## src/rtl/demux4_route_pkg.sv

```systemverilog
// Shared encodings for the demux4_route Versat unit: FSM states and lane-select width.
package demux4_route_pkg;

  localparam int unsigned SEL_W     = 2;
  localparam int unsigned NUM_LANES = 4;

  typedef enum logic [1:0] {
    StIdle   = 2'd0,
    StDelay  = 2'd1,
    StActive = 2'd2
  } state_e;

endpackage

```

## src/rtl/demux4_route_if.sv

```systemverilog
// Control, data and readback signals of the demux4_route unit.
interface demux4_route_if #(
  parameter int unsigned DATA_W  = 32,
  parameter int unsigned COUNT_W = 16,
  parameter int unsigned DELAY_W = 16
);

  logic               running;
  logic               run;
  logic [DATA_W-1:0]  in0;
  logic [DATA_W-1:0]  in1;
  logic [DELAY_W-1:0] delay0;
  logic               holdMode;
  logic [DATA_W-1:0]  out0;
  logic [DATA_W-1:0]  out1;
  logic [DATA_W-1:0]  out2;
  logic [DATA_W-1:0]  out3;
  logic [COUNT_W-1:0] count0;
  logic [COUNT_W-1:0] count1;
  logic [COUNT_W-1:0] count2;
  logic [COUNT_W-1:0] count3;
  logic               done;

  modport master (
    output running, run, in0, in1, delay0, holdMode,
    input  out0, out1, out2, out3, count0, count1, count2, count3, done
  );

  modport slave (
    input  running, run, in0, in1, delay0, holdMode,
    output out0, out1, out2, out3, count0, count1, count2, count3, done
  );

endinterface

```

## src/rtl/demux4_route_lane.sv

```systemverilog
// One output lane: registered data plus a saturating count of samples routed to it.
module demux4_route_lane #(
  parameter int unsigned DATA_W  = 32,
  parameter int unsigned COUNT_W = 16
) (
  input  logic               clk,
  input  logic               rst,
  input  logic               clear,
  input  logic               en,
  input  logic               zero,
  input  logic [DATA_W-1:0]  din,
  output logic [DATA_W-1:0]  dout,
  output logic [COUNT_W-1:0] count
);

  logic [DATA_W-1:0]  dout_q, dout_d;
  logic [COUNT_W-1:0] count_q, count_d;

  // clear (a run pulse) wins and leaves the data register untouched
  always_comb begin
    dout_d  = dout_q;
    count_d = count_q;
    if (clear) begin
      count_d = '0;
    end else if (en) begin
      dout_d = din;
      if (count_q != '1) begin
        count_d = count_q + COUNT_W'(1);
      end
    end else if (zero) begin
      dout_d = '0;
    end
  end

  always_ff @(posedge clk) begin
    if (!rst) begin
      dout_q  <= '0;
      count_q <= '0;
    end else begin
      dout_q  <= dout_d;
      count_q <= count_d;
    end
  end

  assign dout  = dout_q;
  assign count = count_q;

endmodule

```

## src/rtl/demux4_route.sv

```systemverilog
// Versat 1-to-4 demux: routes in0 to the lane chosen by in1[1:0], after an optional start delay.
module demux4_route
  import demux4_route_pkg::*;
#(
  parameter int unsigned DATA_W  = 32,
  parameter int unsigned COUNT_W = 16,
  parameter int unsigned DELAY_W = 16
) (
  input logic           clk,
  input logic           rst,
  demux4_route_if.slave bus
);

  state_e               state_q, state_d;
  logic [DELAY_W-1:0]   dly_q, dly_d;
  logic [SEL_W-1:0]     sel;
  logic                 route;
  logic [NUM_LANES-1:0] lane_en;
  logic [NUM_LANES-1:0] lane_zero;
  logic [DATA_W-1:0]    lane_out [NUM_LANES];
  logic [COUNT_W-1:0]   lane_cnt [NUM_LANES];
  logic                 unused_in1;

  assign sel        = bus.in1[SEL_W-1:0];
  assign unused_in1 = ^bus.in1[DATA_W-1:SEL_W];

  // run restarts from any state; delay0 == N yields N cycles before the first routed sample
  always_comb begin
    state_d = state_q;
    dly_d   = dly_q;
    if (bus.run) begin
      dly_d   = bus.delay0;
      state_d = (bus.delay0 != '0) ? StDelay : StActive;
    end else begin
      unique case (state_q)
        StIdle: ;
        StDelay: begin
          if (bus.running) begin
            dly_d = dly_q - DELAY_W'(1);
            if (dly_q <= DELAY_W'(1)) begin
              state_d = StActive;
            end
          end
        end
        StActive: begin
          if (!bus.running) begin
            state_d = StIdle;
          end
        end
        default: state_d = StIdle;
      endcase
    end
  end

  always_ff @(posedge clk) begin
    if (!rst) begin
      state_q <= StIdle;
      dly_q   <= '0;
    end else begin
      state_q <= state_d;
      dly_q   <= dly_d;
    end
  end

  assign route    = (state_q == StActive) && bus.running && !bus.run;
  assign bus.done = (state_q == StIdle);

  for (genvar i = 0; i < NUM_LANES; i++) begin : g_lane
    assign lane_en[i]   = route && (sel == SEL_W'(i));
    assign lane_zero[i] = route && (sel != SEL_W'(i)) && !bus.holdMode;

    demux4_route_lane #(
      .DATA_W  (DATA_W),
      .COUNT_W (COUNT_W)
    ) u_lane (
      .clk   (clk),
      .rst   (rst),
      .clear (bus.run),
      .en    (lane_en[i]),
      .zero  (lane_zero[i]),
      .din   (bus.in0),
      .dout  (lane_out[i]),
      .count (lane_cnt[i])
    );
  end

  assign bus.out0   = lane_out[0];
  assign bus.out1   = lane_out[1];
  assign bus.out2   = lane_out[2];
  assign bus.out3   = lane_out[3];
  assign bus.count0 = lane_cnt[0];
  assign bus.count1 = lane_cnt[1];
  assign bus.count2 = lane_cnt[2];
  assign bus.count3 = lane_cnt[3];

endmodule

```

## src/flat_wrapper.sv

```systemverilog
// flat-port wrapper written by rule: the top's interface ports become plain ports
module demux4_route_flat import demux4_route_pkg::*;
#(
  parameter int unsigned DATA_W  = 32,
  parameter int unsigned COUNT_W = 16,
  parameter int unsigned DELAY_W = 16
)
  (clk, rst, bus_running, bus_run, bus_in0, bus_in1, bus_delay0, bus_holdMode, bus_out0, bus_out1, bus_out2, bus_out3, bus_count0, bus_count1, bus_count2, bus_count3, bus_done);
  demux4_route_if #(.DATA_W(DATA_W), .COUNT_W(COUNT_W), .DELAY_W(DELAY_W)) bus_i ();
  input logic clk;
  input logic rst;
  input wire logic [$bits(bus_i.running)-1:0] bus_running;
  input wire logic [$bits(bus_i.run)-1:0] bus_run;
  input wire logic [$bits(bus_i.in0)-1:0] bus_in0;
  input wire logic [$bits(bus_i.in1)-1:0] bus_in1;
  input wire logic [$bits(bus_i.delay0)-1:0] bus_delay0;
  input wire logic [$bits(bus_i.holdMode)-1:0] bus_holdMode;
  output wire logic [$bits(bus_i.out0)-1:0] bus_out0;
  output wire logic [$bits(bus_i.out1)-1:0] bus_out1;
  output wire logic [$bits(bus_i.out2)-1:0] bus_out2;
  output wire logic [$bits(bus_i.out3)-1:0] bus_out3;
  output wire logic [$bits(bus_i.count0)-1:0] bus_count0;
  output wire logic [$bits(bus_i.count1)-1:0] bus_count1;
  output wire logic [$bits(bus_i.count2)-1:0] bus_count2;
  output wire logic [$bits(bus_i.count3)-1:0] bus_count3;
  output wire logic [$bits(bus_i.done)-1:0] bus_done;
  assign bus_i.running = bus_running;
  assign bus_i.run = bus_run;
  assign bus_i.in0 = bus_in0;
  assign bus_i.in1 = bus_in1;
  assign bus_i.delay0 = bus_delay0;
  assign bus_i.holdMode = bus_holdMode;
  assign bus_out0 = bus_i.out0;
  assign bus_out1 = bus_i.out1;
  assign bus_out2 = bus_i.out2;
  assign bus_out3 = bus_i.out3;
  assign bus_count0 = bus_i.count0;
  assign bus_count1 = bus_i.count1;
  assign bus_count2 = bus_i.count2;
  assign bus_count3 = bus_i.count3;
  assign bus_done = bus_i.done;
  demux4_route #(.DATA_W(DATA_W), .COUNT_W(COUNT_W), .DELAY_W(DELAY_W)) u_core (.clk(clk), .rst(rst), .bus(bus_i));
endmodule
```

## config.mk

```make
export PLATFORM = sky130hd
export DESIGN_NAME = demux4_route_flat
export DESIGN_NICKNAME = d
export VERILOG_FILES = /design/src/rtl/demux4_route_pkg.sv /design/src/rtl/demux4_route_if.sv /design/src/rtl/demux4_route_lane.sv /design/src/rtl/demux4_route.sv /design/src/flat_wrapper.sv
export SDC_FILE = /design/constraint.sdc
export NUM_CORES = 1
export LEC_CHECK = 0
export BUFFER_PORTS_ARGS = -buffer_cell sky130_fd_sc_hd__buf_2
export CAP_MARGIN = 30
export CELL_PAD_IN_SITES_DETAIL_PLACEMENT = 1
export CELL_PAD_IN_SITES_GLOBAL_PLACEMENT = 1
export CORE_MARGIN = 3
export CORE_UTILIZATION = 38
export DETAILED_ROUTE_END_ITERATION = 10
export PLACE_DENSITY = 0.85
export REMOVE_ABC_BUFFERS = 1
export SLEW_MARGIN = 20
export SYNTH_ARGS = -nofsm -noshare
export SYNTH_HDL_FRONTEND = slang
export SYNTH_SLANG_ARGS = --single-unit
```

## constraint.sdc

```tcl
create_clock -name clk -period 2.8 [get_ports clk]
set_input_delay 0.28 -clock clk [delete_from_list [all_inputs] [get_ports clk]]
set_output_delay 0.28 -clock clk [all_outputs]
set_load 0.03 [all_outputs]
```

After elaboration in Yosys (flattened, before gate mapping)

Index checks and enable logic that the tools add are counted.

Bits in registers: 210
Input bits: 85
Logic and storage cells: 88

Magnitude comparators: 1
Equality and inequality tests: 16
Reduce and logical (&&, ||, !) cells: 37
Muxes and demuxes: 17
Bitwise gates (word level): 2
Add/sub/neg operators: 5

Operator list:

| cell                                                                               | number |
|---|---|
| 32-bit two-way mux                                                                 | 8 |
| 16-bit by 1-bit adder with 16-bit output (second input constant)                   | 4 |
| 16-bit inequality test (second input constant)                                     | 4 |
| 16-bit two-way mux                                                                 | 3 |
| 2-bit AND reduction                                                                | 9 |
| 16-bit by 1-bit less-or-equal comparator with 1-bit output (second input constant) | 1 |
| 16-bit nonzero test                                                                | 1 |
| 16-bit by 1-bit subtractor with 16-bit output (second input constant)              | 1 |
| 1-bit logical AND                                                                  | 14 |
| 2-bit nonzero test                                                                 | 7 |
| 2-bit two-way mux                                                                  | 5 |
| 2-bit == test (second input constant)                                              | 3 |
| 2-bit inequality test (second input constant)                                      | 3 |
| 3-bit inequality test (second input constant)                                      | 2 |
| 2-bit one-hot mux with 3 select lines                                              | 1 |
| 2-bit by 1-bit == test with 1-bit output (second input constant)                   | 2 |
| 2-bit zero test                                                                    | 2 |
| 4-bit AND reduction                                                                | 1 |
| 3-bit by 2-bit inequality test with 1-bit output (second input constant)           | 1 |
| 1-bit zero test                                                                    | 2 |
| 2-bit by 1-bit inequality test with 1-bit output (second input constant)           | 1 |
| 1-bit NOT                                                                          | 2 |
| 2-bit OR reduction                                                                 | 1 |

Logic depth before layout (Yosys ltp)

Gate-level depths: netlist of run 1.

Word-level depth: 7
Gate-level depth with buffers: 7
Gate-level depth less buffers: 6

Hierarchy

From an unflattened synthesis of run 1, not the netlist that was laid out.

Cell total of the unflattened synthesis: 976
Area, all modules: 9,137.5 µm²

Modules (own cells, without submodules):

| module            | instances | area an instance (µm²) | cells an instance | sequential area each (µm²) |
|---|---|---|---|---|
| demux4_route_lane | 4         | 1,984.4                | 206               | 960.9 |
| demux4_route      | 1         | 1,199.9                | 152               | 360.3 |

Least setup slack after synthesis of run 1

Ideal clock, no wire load.

Path kind: reg2reg
From: reg u_core.g_lane[2].u_lane.count_q[4]
To: reg u_core.g_lane[2].u_lane.count_q[0]
Cell stages (with the launch flop): 5
Clock period less this slack: 2.158 ns
Arrival: 2.026 ns
Slack: 0.642 ns
Cell sequence: dfxtp_1 nand4_1 nor4_1 a21boi_0 mux2i_1

Longest elaborated chain between the ends: 2

Ends and longest elaborated chain:

| element                              | line                    | text |
|---|---|---|
| start, declared                      | demux4_route_lane.sv:17 | `logic [COUNT_W-1:0] count_q, count_d;` |
| start signal, assigned               | demux4_route_lane.sv:41 | `count_q <= count_d;` |
| 16-bit inequality test               | demux4_route_lane.sv:27 | `if (count_q != '1) begin` |
| 2-bit AND reduction (no source line) | n/a                     |  |

No other way between the ends.
A chain may end at the register's enable or synchronous reset.

Worst setup path after layout of run 1

From: reg u_core.state_q[0]
To: reg u_core.g_lane[1].u_lane.count_q[13]

Longest elaborated chain between the ends: 5

Ends and longest elaborated chain:

| element                              | line                    | text |
|---|---|---|
| start, declared                      | demux4_route.sv:14      | `state_e state_q, state_d;` |
| start signal, assigned               | demux4_route.sv:57      | `state_q <= StIdle;` |
| start signal, assigned               | demux4_route.sv:60      | `state_q <= state_d;` |
| 2-bit == test                        | demux4_route.sv:65      | `assign route = (state_q == StActive) && bus.running && !bus.run;` |
| 1-bit logical AND (2 in a row)       | demux4_route.sv:65      |  |
| 1-bit logical AND                    | demux4_route.sv:69      | `assign lane_en[i] = route && (sel == SEL_W'(i));` |
| 2-bit AND reduction (no source line) | n/a                     |  |
| end signal, assigned                 | demux4_route_lane.sv:41 |  |
| end, declared                        | demux4_route_lane.sv:17 |  |

No other way between the ends.

==> summary.txt, run 1 <==
Outcome
  • Outcome: completed

Flow run
  • Max cap viols: 0

Timing
  • Hold Fails Final Rpt: 0
  • Final min period: 2270 ps
  • Slew Viols, Final: 0
  • Hold_ws: 33.3 ps
  • Final period util: 0.811
  • Max_slew headroom: 0.374
  • RSZ-0062 raised after global routing: no
  • Final setup viols: 0
  • Fmax: 440 MHz
  • Max Clock Skew: 13.2 ps
  • Worst-margin pin slew: 938 ps

Routing
  • Antenna-violating nets left: 0
  • Initial DRC count: 519
  • Via count: 8761
  • Residual DRC: 0
  • Vias per Instance: 5.69
  • Total Wirelength: 30.8 mm
  • Total iterations of the first detailed-routing run: 5
  • DR WL/cell: 20.0 microns

Critical path
  • Worst Setup Start Kind: flop
  • Crit end category: flop
  • Setup CP Type: reg -> reg
  • CP Data Required Time: 3260 ps
  • CP Data Arrival Time: 2730 ps
  • Crit path max fanout: 10
  • R2R setup slack: 530 ps
  • Reg-to-Reg Start: u_core.state_q[0]
  • Worst reg2reg path depth: 4
  • R2r endpoint: u_core.g_lane[1].u_lane.count[13]

Finish
  • Ant. Diodes: 0
  • Post-layout util: 0.505
  • Non-Filler Instances: 1540
  • Post-route cell area: 11600 sq um
  • Nets: 1299
  • Most frequent cells in the layout: buf_2, dfxtp_1, nor2b_1, a22oi_1, nand2_1
  • Share of layout cells above drive strength 1: 0.267
  • Layout Area Growth over Synthesis: 28.6%
  • Most common cell after layout, fill and taps aside: buf_2

Floorplanning
  • Die W: 160 microns
  • Row count: 55
  • Die ar.: 25600 sq um
  • # IOs: 278
  • Die H: 160 microns
  • Initial core utilization: 0.393
  • Core footprint: 23000 sq um

GRT
  • Number of global-route vias before repair: 9055
  • Total GRT Usage: 0.230
  • Initial antenna violation count: 0
  • Largest net degree at the start of global routing: 108
  • Global-route wire length before repair: 49.4 mm
  • Overflow after GRT: 0

CTS
  • Hold_buf cts: 0
  • Cts repair resizes: 0
  • Setup bufs post-CTS: 0
  • Clock tree buffer depth: 3
  • Clk slew on worst S/H paths: 60 ps
  • Num Clock Sinks: 210
  • Root buffer cell: clkbuf_16
  • CTS Buf Count: 25
  • TritonCTS clock tree: built
  • Worst-Skew Late Latency: 540 ps
  • CTS H-Tree Depth: 1

Power
  • Pwr dens: 597 nW/um^2
  • VDD IR-drop max: 430 uV
  • Leakage: 4.48 nW

Placement
  • DP Cell Count: 1494
  • Port bufs: 247
  • HPWL after DPL: 20.8 mm
  • Final GP Congestion: 0.811
  • Post-DP Area: 10700 sq um

Synthesis
  • Synth area leader: dfxtp_1
  • YS warnings: 0
  • Syn_area_per_cell: 9.21 sq um
  • Synth Cell Area: 9030 sq um
  • Area share of the largest cell type after synthesis: 0.466
  • Top FF cell, synth: dfxtp_1
  • Number of flops mapped to enable cells by yosys: 0
  • Synthesized flop and latch total: 210
  • Mapped Cells: 980
  • FFs w/ async S/R, synth: 0
  • Largest cells by area after synthesis: dfxtp_1, a22oi_1, nor2b_1
  • Unique masters post-synth: 55
  • Sequential share of the synthesized area: 0.466

Worst hold path
  • Hold Path Class: in -> reg
  • WHS Path Cells: 2
  • Worst hold endpoint: u_core.dly_q[2]
  • Hold wc startpoint: bus_delay0[2]
-- how the worst max path moves through the flow --
stage                                 start                                end  slack, ps  cells after the start
after floorplan           u_core.state_q[0]   u_core.g_lane[0].u_lane.count[9]       -280                      4
after global placement              bus_run  u_core.g_lane[1].u_lane.count[13]        440                      5
after detailed placement            bus_run   u_core.g_lane[1].u_lane.count[9]        390                      5
after CTS                 u_core.state_q[0]  u_core.g_lane[1].u_lane.count[13]        530                      4
after global routing      u_core.state_q[1]   u_core.g_lane[1].u_lane.count[9]        420                      4
final                     u_core.state_q[0]  u_core.g_lane[1].u_lane.count[13]        530                      4
-- routing by layer --
layer | share of wire | GRT usage
met3 | 0.062 | 0.0482
met5 | 0 | 0
met4 | 0.029 | 0.0722
met2 | 0.48 | 0.396
met1 | 0.43 | 0.288
-- power by group --
group	internal (mW)	switching (mW)	total (mW)
clock network	2.27	1.37	3.64
registers	3.01	0.0213	3.03
logic	0.105	0.160	0.266
total	5.38	1.55	6.93
-- cell type report --
class | count | area (sq um)
Clock inverter | 13 | 214
Tap cell | 313 | 392
Fill cell | 2739 | 11400
Timing Repair Buffer | 269 | 1470
Clock buffer | 33 | 716
Inverter | 16 | 60.1
Multi-Input combinational cell | 686 | 4550
Sequential cell | 210 | 4200
-- Yosys cell counts, types with 3 or more instances --
cell type	count
a2111o_1	3
a211oi_1	11
a21boi_0	5
a21oi_1	42
a22oi_1	127
a31oi_1	6
and2_1	10
and3_1	11
and4_1	9
clkbuf_1	63
dfxtp_1	210
ha_1	6
inv_1	16
mux2i_1	19
nand2_1	61
nand2b_1	20
nand3_1	25
nand4_1	21
nor2_1	16
nor2b_1	130
nor3_1	12
nor4_1	13
o211a_1	3
o211ai_1	3
o21a_1	5
o21ai_0	22
o21ai_1	4
o311ai_0	6
o31ai_1	21
o41ai_1	8
or3_1	7
or4_1	25
xnor2_1	3
xor2_1	7
-- metrics by stage --
step | setup TNS, ps | power (mW) | setup slack [ps]
6_report | 0 | 6.93 | 529
5_1_grt | 0 | 7.15 | 425
4_1_cts | 0 | 6.99 | 527
3_5_place_dp | 0 | 3.36 | 390
3_3_place_gp | 0 | 3.35 | 442
2_1_floorplan | -4590 | 3.21 | -283
-- worst max-delay path: stages, from the launching register on --
cell and delay (ps):
dfxtp_1 350, nand4bb_1 360, or4_1 780, or4_1 550, a21oi_1 150
-- sequential cells by signal (all words and copies together) (netlist names) --
name                        cells
u_core.state_q                  2
u_core.dly_q                   16
u_core.g_lane.u_lane.count     64
u_core.g_lane.u_lane.dout     128
-- cell families after synthesis --
family,after synthesis,share of synthesized area
buf+inv,84,0.0360
simple gates,374,0.243
compound gates,277,0.216
xor+xnor,10,0.00970
fa+ha+maj,6,0.00832
mux,19,0.0211
flops,210,0.466
Power figures use the tool's default switching activity.
==> run 2, diff against run 1 <==
- ABC_AREA: unset -> 1
- CORE_UTILIZATION: 38 -> 32
- PLACE_DENSITY: 0.85 -> 0.81
- clock period: 2.8 -> 1.95 ns (I/O delays scaled with it)
==> run 2 against run 1 <==
Clock skew up 8.3 ps. Wire length increased by 13%. Die area grew 21%. First-iteration DRC count down 8.9%. Highest routed layer unchanged. Critical path type unchanged. Register-to-register slack got worse by 410 ps. Cell area increased by 7.1%. Sequential power grew 43%. Flip-flop and latch count unchanged. Core utilization decreased by 6.4 points.
==> summary.txt, run 2 <==
Floorplanning
  • Initial core utilization: 0.328 (was 0.393)
  • # IOs: 278 (unchanged)
  • Core footprint: 28200 sq um (was 23000 sq um)
  • Row count: 61 (was 55)
  • Die W: 176 microns (was 160 microns)
  • Die ar.: 31000 sq um (was 25600 sq um)
  • Die H: 176 microns (was 160 microns)

GRT
  • Most Used Layer, Global Route: met2 (unchanged)
  • Global-route wire length before repair: 55.1 mm (was 49.4 mm)
  • Number of global-route vias before repair: 10607 (was 9055)
  • Overflow after GRT: 0 (unchanged)
  • GR Util met3: 0.0662 (was 0.0482)
  • M2 GR Usage: 0.383 (was 0.396)
  • Met1 Usage GRT: 0.250 (was 0.288)
  • Initial antenna violation count: 0 (unchanged)
  • Largest net degree at the start of global routing: 135 (was 108)
  • Total GRT Usage: 0.217 (was 0.230)

Synthesis
  • Unique masters post-synth: 28 (was 55)
  • Simple-gate portion of the synthesized area: 0.317 (was 0.243)
  • Compound-Gate Fraction of Synth Area: 0.122 (was 0.216)
  • Area share of the largest cell type after synthesis: 0.455 (was 0.466)
  • Synth top cells by count: nand2_1, dfxtp_1, a21oi_1 (was dfxtp_1, nor2b_1, a22oi_1)
  • Largest cells by area after synthesis: dfxtp_1, nand2_1, a21oi_1 (was dfxtp_1, a22oi_1, nor2b_1)
  • Post-Synth Adder-Cell Area: 0.00812 (was 0.00832)
  • FFs w/ async S/R, synth: 0 (unchanged)
  • Synth Cell Area: 9250 sq um (was 9030 sq um)
  • Mapped Cells: 1350 (was 980)
  • Synth area leader: dfxtp_1 (unchanged)
  • Sequential share of the synthesized area: 0.455 (was 0.466)
  • Number of flops mapped to enable cells by yosys: 0 (unchanged)
  • Xor/xnor share of the synthesized area: 0.0436 (was 0.00970)
  • YS warnings: 0 (unchanged)
  • Syn_area_per_cell: 6.85 sq um (was 9.21 sq um)
  • Most frequent cell after synthesis: nand2_1 (was dfxtp_1)
  • Top FF cell, synth: dfxtp_1 (unchanged)
  • Main combinational cell family by area after synthesis: simple AND/OR/NAND/NOR gates (unchanged)
  • Synthesized flop and latch total: 210 (unchanged)
  • Share of synthesized area spent on multiplexers: 0 (was 0.0211)

Critical path
  • Critical path's largest stage delay: 540 ps (was 780 ps)
  • CP Data Required Time: 2390 ps (was 3260 ps)
  • Worst Setup EP: u_core.dly_q[4] (was u_core.g_lane[1].u_lane.count[13])
  • Crit path max fanout: 5 (was 10)
  • R2R setup slack: 120 ps (was 530 ps)
  • R2r endpoint: u_core.dly_q[4] (was u_core.g_lane[1].u_lane.count[13])
  • Worst reg2reg path depth: 8 (was 4)
  • Crit end category: flop (unchanged)
  • CP Launch Point: u_core.dly_q[0] (was u_core.state_q[0])
  • Worst Setup Start Kind: flop (unchanged)
  • CP max-delay cell: dlygate4sd3_1 (was or4_1)
  • CP Data Arrival Time: 2270 ps (was 2730 ps)
  • Setup CP Type: reg -> reg (unchanged)
  • CP Cell Sequence: inv_1 > ha_4 > nand2_1 > o211ai_1 > nand3_1 > nand2_1 > dlygate4sd3_1 > inv_1 (was nand4bb_1 > or4_1 > or4_1 > a21oi_1)
  • Reg-to-Reg Start: u_core.dly_q[0] (was u_core.state_q[0])

Timing
  • Hold Fails Final Rpt: 0 (unchanged)
  • Max Clock Skew: 21.5 ps (was 13.2 ps)
  • Worst-margin pin slew: 670 ps (was 938 ps)
  • Fmax: 547 MHz (was 440 MHz)
  • Max_slew headroom: 0.553 (was 0.374)
  • Final period util: 0.938 (was 0.811)
  • Hold_ws: 23.2 ps (was 33.3 ps)
  • Setup slack after layout: 121 ps (was 529 ps)
  • Setup tns final: 0 ps (unchanged)
  • RSZ-0062 raised after global routing: no (unchanged)
  • Final min period: 1830 ps (was 2270 ps)
  • Final setup viols: 0 (unchanged)
  • Slew Viols, Final: 0 (unchanged)

Finish
  • Most common cell after layout, fill and taps aside: nand2_1 (was buf_2)
  • Non-Filler Instances: 2037 (was 1540)
  • Max reg flops: 128 (unchanged)
  • Most frequent cells in the layout: nand2_1, buf_2, dfxtp_1, a21oi_1, nor2_1 (was buf_2, dfxtp_1, nor2b_1, a22oi_1, nand2_1)
  • Nets: 1733 (was 1299)
  • Area of the multi-input gates: 4610 sq um (was 4550 sq um)
  • Sequential cell area: 4200 sq um (unchanged)
  • Ant. Diodes: 0 (unchanged)
  • Fillers: 3617 (was 2739)
  • Layout Area Growth over Synthesis: 34.5% (was 28.6%)
  • Share of layout cells above drive strength 1: 0.207 (was 0.267)

Routing
  • Initial DRC count: 473 (was 519)
  • Total Wirelength: 34.8 mm (was 30.8 mm)
  • Residual DRC: 0 (unchanged)
  • Vias per Instance: 4.93 (was 5.69)
  • Total iterations of the first detailed-routing run: 6 (was 5)
  • DR WL/cell: 17.1 microns (was 20.0 microns)
  • Antenna-violating nets left: 0 (unchanged)
  • Via count: 10050 (was 8761)

Outcome
  • Outcome: completed (unchanged)

CTS
  • CTS Buf Count: 25 (unchanged)
  • TritonCTS clock tree: built (unchanged)
  • Clk slew on worst S/H paths: 60 ps (about the same)
  • Root buffer cell: clkbuf_16 (unchanged)
  • Num Clock Sinks: 210 (unchanged)
  • Clock tree buffer depth: 3 (unchanged)
  • Worst-Skew Late Latency: 540 ps (about the same)
  • Setup bufs post-CTS: 0 (unchanged)
  • CTS H-Tree Depth: 1 (unchanged)

Placement
  • DP Cell Count: 1952 (was 1494)
  • Final GP Congestion: 0.816 (was 0.811)
  • Port bufs: 247 (unchanged)
  • Pre-CTS WS: 128 ps (was 390 ps)
  • HPWL after DPL: 23.0 mm (was 20.8 mm)

Power
  • Pwr dens: 798 nW/um^2 (was 597 nW/um^2)
  • Overall Power: 9.92 mW (was 6.93 mW)
  • Leakage: 5.20 nW (was 4.48 nW)
  • VDD IR-drop max: 622 uV (was 430 uV)

Flow run
  • Max cap viols: 0 (unchanged)

Worst hold path
  • Hold Path Class: in -> reg (unchanged)
==> run 2: changes by cell type after synthesis, moves of 21 or more <==
cell	change
nand3_1	+36
inv_1	+52
nor2b_1	-130
a21oi_1	+159
a22oi_1	-126
nor2_1	+97
o31ai_1	-21
xnor2_1	+22
nand2_1	+471
or4_1	-25
==> run 2: per-layer routing <==
layer | wire length (microns) | part of all wire
met5 | 0 | 0
met3 | 2590 | 0.074
met1 | 14100 | 0.41
met2 | 16900 | 0.49
met4 | 1210 | 0.035
==> run 2: worst min-delay path by stage <==
| stage | from | endpoint | slack (ps) | cells after the start |
|---|---|---|---|---|
| 2_1_floorplan | rst | u_core.dly_q[4] | 290 | 2 |
| 3_3_place_gp | rst | u_core.dly_q[4] | 440 | 3 |
| 3_5_place_dp | rst | u_core.dly_q[4] | 440 | 3 |
| 4_1_cts | bus_delay0[12] | u_core.dly_q[12] | 5 | 5 |
| 5_1_grt | bus_delay0[14] | u_core.dly_q[14] | 70 | 5 |
| 6_report | bus_delay0[12] | u_core.dly_q[12] | 20 | 5 |
==> run 2: cells by family after synthesis <==
kind of cell,Yosys count
compound gates,223
simple gates,735
fa+ha+maj,6
flops,210
buf+inv,130
xor+xnor,46
==> run 2: per-stage QoR <==
stage	cell area (sq um)	utilization
6_report	12400	0.442
5_1_grt	12400	0.442
4_1_cts	12400	0.440
3_5_place_dp	11100	0.394
3_3_place_gp	11100	0.394
2_1_floorplan	9010	-
==> run 2: timing repair <==
item	CTS	global route
resized for setup	0	9
setup endpoints to repair	0	30
hold buffers	41	0
endpoints found under the hold margin	136	0
==> run 2: cell type report <==
cell class,count,area share
Clock buffer,33,0.0567
Clock inverter,11,0.0139
Inverter,72,0.0219
Multi-Input combinational cell,1010,0.371
Sequential cell,210,0.338
Tap cell,378,0.0380
Timing Repair Buffer,323,0.161
==> run 2: power breakdown <==
group          total (mW)  switching [mW]  internal [mW]  leakage [nW]
clock network        5.03            1.95           3.07         0.434
logic               0.548           0.347          0.202          3.07
registers            4.34          0.0275           4.32          1.69
==> run 2: worst max-delay path, delay by kind of cell, from the launching register on <==
kind / cells / cell delay (ps)
buffers and inverters: 3 / 720
AND/OR/NAND/NOR: 3 / 280
adder cells (fa/ha/maj): 1 / 190
AO/OA/AOI/OAI: 1 / 200
flip-flops: 1 / 330
